===== src/rtl/mdr_pkg.sv =====
// Shared types and defaults for the Memory Data Register stage.
package mdr_pkg;

  typedef enum logic [1:0] {
    IDLE    = 2'd0,
    RD_WAIT = 2'd1,
    WR_WAIT = 2'd2
  } mdrState_t;

  localparam int unsigned DATA_W_DEF  = 32;
  localparam int unsigned ADDR_W_DEF  = 9;
  localparam int unsigned TIMEOUT_DEF = 16;

endpackage


===== src/rtl/mdr_watchdog.sv =====
// Wait-cycle counter for memory transactions; expired flags TIMEOUT-1 reached.
module mdr_watchdog
  import mdr_pkg::*;
#(
  parameter int unsigned TIMEOUT = TIMEOUT_DEF
) (
  input  logic clock,
  input  logic clear,
  input  logic start,
  input  logic run,
  output logic expired
);

  localparam logic [7:0] LastCount = 8'(TIMEOUT - 1);

  logic [7:0] count;

  always_ff @(posedge clock or negedge clear) begin
    if (!clear) begin
      count <= '0;
    end else if (start) begin
      count <= '0;
    end else if (run && !expired) begin
      count <= count + 8'd1;
    end
  end

  assign expired = (count == LastCount);

endmodule


===== src/rtl/mdr_unit.sv =====
// Memory Data Register: bus load, memory read/write handshake, status to control.
// Optional ack timeout with sticky err is enabled by defining MDR_TIMEOUT_EN.
module mdr_unit
  import mdr_pkg::*;
#(
  parameter int unsigned DATA_W  = DATA_W_DEF,
  parameter int unsigned ADDR_W  = ADDR_W_DEF,
  parameter int unsigned TIMEOUT = TIMEOUT_DEF
) (
  input  logic              clock,
  input  logic              clear,
  input  logic [DATA_W-1:0] bus_in,
  input  logic              mdr_in,
  input  logic              read,
  input  logic              write,
  input  logic [ADDR_W-1:0] mar_addr,
  output logic [ADDR_W-1:0] mem_addr,
  output logic [DATA_W-1:0] mem_wdata,
  output logic              mem_req,
  output logic              mem_we,
  input  logic [DATA_W-1:0] mem_rdata,
  input  logic              mem_ack,
  output logic [DATA_W-1:0] mdr_out,
  output logic              busy,
  output logic              done,
  output logic              err
);

  if (TIMEOUT < 2 || TIMEOUT > 255) begin : gBadTimeout
    $error("mdr_unit: TIMEOUT must be within 2..255");
  end

  mdrState_t         state, nextState;
  logic [DATA_W-1:0] mdrReg;
  logic [ADDR_W-1:0] addrReg;
  logic              doneReg;
  logic              inWait;
  logic              accept;
  logic              timeout;

  assign inWait = (state != IDLE);
  assign accept = (state == IDLE) && (read || write);

`ifdef MDR_TIMEOUT_EN
  logic expired;
  logic errReg;

  mdr_watchdog #(
    .TIMEOUT(TIMEOUT)
  ) uWatchdog (
    .clock  (clock),
    .clear  (clear),
    .start  (accept),
    .run    (inWait && !mem_ack),
    .expired(expired)
  );

  // Ack in the expiry cycle still completes the transaction.
  assign timeout = inWait && !mem_ack && expired;

  always_ff @(posedge clock or negedge clear) begin
    if (!clear) begin
      errReg <= 1'b0;
    end else if (accept) begin
      errReg <= 1'b0;
    end else if (timeout) begin
      errReg <= 1'b1;
    end
  end

  assign err = errReg;
`else
  assign timeout = 1'b0;
  assign err     = 1'b0;
`endif

  always_ff @(posedge clock or negedge clear) begin
    if (!clear) begin
      state <= IDLE;
    end else begin
      state <= nextState;
    end
  end

  always_comb begin
    nextState = state;
    unique case (state)
      IDLE: begin
        if (read) begin
          nextState = RD_WAIT;
        end else if (write) begin
          nextState = WR_WAIT;
        end
      end
      RD_WAIT, WR_WAIT: begin
        if (mem_ack || timeout) begin
          nextState = IDLE;
        end
      end
      default: nextState = IDLE;
    endcase
  end

  always_comb begin
    mem_req = inWait;
    busy    = inWait;
    mem_we  = (state == WR_WAIT);
  end

  always_ff @(posedge clock or negedge clear) begin
    if (!clear) begin
      mdrReg  <= '0;
      addrReg <= '0;
      doneReg <= 1'b0;
    end else begin
      doneReg <= inWait && mem_ack;
      if (accept) begin
        addrReg <= mar_addr;
      end
      if (state == IDLE && !read && !write && mdr_in) begin
        mdrReg <= bus_in;
      end else if (state == RD_WAIT && mem_ack) begin
        mdrReg <= mem_rdata;
      end
    end
  end

  assign mdr_out   = mdrReg;
  assign mem_wdata = mdrReg;
  assign mem_addr  = addrReg;
  assign done      = doneReg;

endmodule


===== config.mk =====
export PLATFORM = sky130hd
export DESIGN_NAME = mdr_unit
export DESIGN_NICKNAME = d
export VERILOG_FILES = /design/src/rtl/mdr_pkg.sv /design/src/rtl/mdr_watchdog.sv /design/src/rtl/mdr_unit.sv
export SDC_FILE = /design/constraint.sdc
export NUM_CORES = 1
export LEC_CHECK = 0
export ABC_AREA = 1
export BUFFER_PORTS_ARGS = -buffer_cell sky130_fd_sc_hd__buf_2
export CAP_MARGIN = 20
export CORE_MARGIN = 10
export CORE_UTILIZATION = 41
export CTS_BUF_LIST = sky130_fd_sc_hd__clkbuf_8
export DETAILED_ROUTE_END_ITERATION = 10
export GPL_ROUTABILITY_DRIVEN = 0
export PLACE_DENSITY = 0.8
export SLEW_MARGIN = 30
export SYNTH_ARGS = -nofsm -noshare
export SYNTH_HDL_FRONTEND = slang
export SYNTH_SLANG_ARGS = --single-unit

===== constraint.sdc =====
create_clock -name clock -period 1.34 [get_ports clock]
set_input_delay 0.134 -clock clock [delete_from_list [all_inputs] [get_ports clock]]
set_output_delay 0.134 -clock clock [all_outputs]
set_load 0.02 [all_outputs]

* Word level (Yosys, flattened, before mapping) *
Cells that the tools add are included.

word-level totals
  bits in registers = 44
  bits in latches = 0
  RAM bits = 0
  memory bits (read-only) = 0
  input bits = 79
  output and inout bits = 78
  word-level logic and storage cells = 28
  memories kept = 0

operators by class
  add/sub/neg operators = 0
  $mul = 0
  div/mod/pow operators = 0
  $lt $le $gt $ge = 0
  equal/unequal tests = 4
  shifts and indexed selects = 0
  multiplexer cells = 6
  bitwise gates (word level) = 0
  reduce and logical (&&, ||, !) cells = 14

operators with widths
  kind                                                              number
  32-bit two-way mux                                                2
  1-bit logical AND                                                 6
  2-bit two-way mux                                                 3
  2-bit case mux with 2 select lines                                1
  2-bit nonzero test                                                2
  3-bit inequality test (second input constant)                     1
  2-bit by 1-bit == test with 1-bit output (second input constant)  1
  2-bit == test (second input constant)                             1
  1-bit logical NOT                                                 2
  2-bit logical NOT                                                 1
  2-bit inequality test (second input constant)                     1
  2-bit AND reduction                                               1
  2-bit OR reduction                                                1
  1-bit logical OR                                                  1

* Logic depth before layout (Yosys ltp) *
  depth after elaboration = 5
  depth in mapped cells = 9
  depth with buffers taken out = 8

* Worst setup path after synthesis *
No wires, ideal clock.

  kind = reg2out
  start point = register state[0]
  end point = output port mem_req
  arrival = 1.393 ns
  required time = 1.206 ns
  path slack = -0.187 ns
  stages on the path, launching flop included = 7
  path buffers = 3
  cell sequence = dfrtp_1 > inv_1 > ha_1 > buf_4 > inv_2 > clkbuf_1 > buf_4

on the way
  cells in the longest elaborated chain, start to end = 1

ends and longest elaborated chain
  item                    RTL line        RTL
  start, declared         mdr_unit.sv:33  mdrState_t state, nextState;
  start signal, assigned  mdr_unit.sv:81  state <= nextState;
  2-bit nonzero test      mdr_unit.sv:41  assign inWait = (state != IDLE);
  end, declared           mdr_unit.sv:19  output logic mem_req,

No other way between the ends.

* Worst setup path after layout *
  start point = register state[0]
  end point = output port busy

on the way
  cells in the longest elaborated chain, start to end = 1

ends and longest elaborated chain
  item                RTL line        RTL
  2-bit nonzero test  mdr_unit.sv:41
  end, declared       mdr_unit.sv:24  output logic busy,

No other way between the ends.

==> impl_metrics.ini <==
[route]
drt-initial-drc-count = 110
drc = 0
dr_total_vias = 2822
drt_wl_total_microns = 9010
ant_nets = 0
drt_first_pass_iters = 4
vias_per_cell = 4.87
wl_per_cell_microns = 15.6

[yosys]
netlist_area_sq_um = 2690
syn_avg_cell_area_sq_um = 7.15
netlist_instances = 377
synth.ff_latch_count = 44
yosys_warnings = 0
synth-seq-area-share_pct = 40.9
yosysUniqueCellTypes = 18
synth_fp_nets = 459

[worst_hold_path]
hold_end = mem_addr[6]
min_path_type = primary input to flop
min_from = mar_addr[6]
hold_depth = 3

[timing]
rsz0062_at_grt = yes
tns_ns = 0
worst_slack_ns = 0.00954
clock_skew_ns = 0.00817
hold_ws_ns = 0.0354
slew_viol_final = 0
clock.fmax_mhz = 752
finalCritPeriodShare_pct = 99.3
finalHoldViolCount = 0
layout_min_cycle_time_ns = 1.33
setup_viol = 0

[floorplanning]
start_util_pct = 42.4
pin_count = 157
fp.coreArea_sq_um = 6350
dieArea_sq_um = 10200
die_y_microns = 101
die_w_microns = 101
rows = 29

[clocking]
htreeDepth = 2
cts_tree = done
path_clk_slew_ns = 0.08
cts_made_buffers = 5
cts_buffer_depth = 2
cts-root-buf = clkbuf_8
clock_sinks = 44
clk_latency_ns = 0.30

[pwr]
pwr-share-seq_pct = 29.4
power_switching_mw = 4.20
p_int_mw = 4.17
leakage_nw = 2.20
fin_total_pwr_mw = 8.37
p_sw_share_pct = 50.2
clkPwrFrac_pct = 10.4
p_per_area_nw_per_um2 = 2340
peakVddDrop_uv = 1270
combPwrFrac_pct = 60.3

[finish]
antenna_cells = 0
seq_area_sq_um = 1100
drive_gt1_share_pct = 38.4
multi_input_area_sq_um = 1110
post-route-cell-area_sq_um = 3570
fin_nets = 583
fill_cells = 606
final_cell_mix = nand2_1 (152), buf_2 (152), dfrtp_1 (44), inv_1 (34), nand3_1 (33)
syn_to_final_growth_pct = 32.7

[setup_path]
timing.reg2reg.setup_slack_ns = 0.02
critPathArrivalTime_ns = 1.20
worstRegToRegCells = 7
cp_max_fo = 11
start_kind = flop
path_class = flop to output pin
end_kind = output pin
r2r-end = mdr_out[21]
reg2reg_from = state[1]
critPathRequiredTime_ns = 1.21

[grt]
antenna_found_initial = 0
grt_pass1_wl_microns = 13800
grt_pass1_vias = 2780
grt-busiest-layer = met2
grt_max_degree = 45
grt_overflow = 0
track_usage_pct = 16.4
use_met3_pct = 5.42
grt_util_met1_pct = 18.4
grt_use_met2_pct = 29.2

[placement]
place_ws_ns = -0.169
post-dp-hpwl_microns = 6700
port_buffers = 155
post_dp_cell_area_sq_um = 3370

[outcome]
outcome = completed

[run]
drv_cap = 0
## Yosys cell counts (all sizes together)
master,instances,area [sq um]
buf,49,340
nand3,34,183
ha,3,37.5
or2,1,6.26
conb,1,3.75
o21ai,10,50.0
nor2,3,21.3
nand4,32,200
inv,37,139
clkbuf,10,37.5
nand2,153,574
dfrtp,44,1100
## worst max-delay path by stage
stage,start,end,cells past startpoint
after floorplan,state[0],mdr_out[0],7
after global routing,state[0],state[1],7
after CTS,state[0],mem_req,4
final,state[0],busy,4
after detailed placement,state[1],mdr_out[16],8
after global placement,state[1],mdr_out[16],8
## power by group through the flow
stage / Clock [mW] / Combinational (mW) / Sequential (mW)
floorplan: 0 / 2.81 / 3.21
global placement: 0 / 4.72 / 2.45
detailed placement: 0 / 4.79 / 2.48
CTS: 0.894 / 4.97 / 2.46
global route: 0.963 / 5.46 / 2.54
finish: 0.868 / 5.04 / 2.46
## area by class of cell
type | instances | share of cell area [%]
clock buffer | 6 | 2.31
clock inverter | 2 | 0.315
inverter | 37 | 4.24
multi-input combinational | 237 | 31.1
sequential | 44 | 30.8
tap | 77 | 2.70
timing repair buffer | 175 | 28.4
timing repair inverter | 1 | 0.175
## state kept, by name, indices dropped and copies added, names as in the netlist
signal,cells
mdr_out,32
done,1
mem_addr,9
state,2
## through the flow
stage / utilization (%) / std cells
3_5_place_dp: 53.1 / 566
3_3_place_gp: 53.1 / 566
5_1_grt: 56.3 / 579
6_report: 56.3 / 579
4_1_cts: 55.7 / 576
2_1_floorplan: - / 377
## repair_timing
action,4_1_cts,5_1_grt
resized for setup,18,4
hold buffers,1,0
setup endpoints to repair,46,46
setup buffers,0,3
cloned,1,0
pin swaps,1,0
hold endpoints to repair,44,0
## worst max-delay path, cell delays in order (launching register included)
cell and delay, ns:
dfrtp_1 0.42, inv_2 0.09, ha_4 0.20, inv_8 0.06, buf_6 0.13
## routing by layer
layer	wire (microns)	vias to the layer above
met1	3410	1293
met5	0	-
met3	943	9
met2	4570	120
met4	95	0
li1	-	1400
## cell families (layout without fill, tap and decap cells)
| family | after synthesis | count (layout) | synth area share (%) |
|---|---|---|---|
| AOI/OAI and AO/OA | 10 | 10 | 1.86 |
| adders and majority gates | 3 | 3 | 1.39 |
| buffers and inverters | 96 | 221 | 19.2 |
| DFF | 44 | 44 | 40.9 |
| other | 1 | 1 | 0.139 |
| and+or+nand+nor | 223 | 223 | 36.6 |
(Power assumes the default switching activity.)
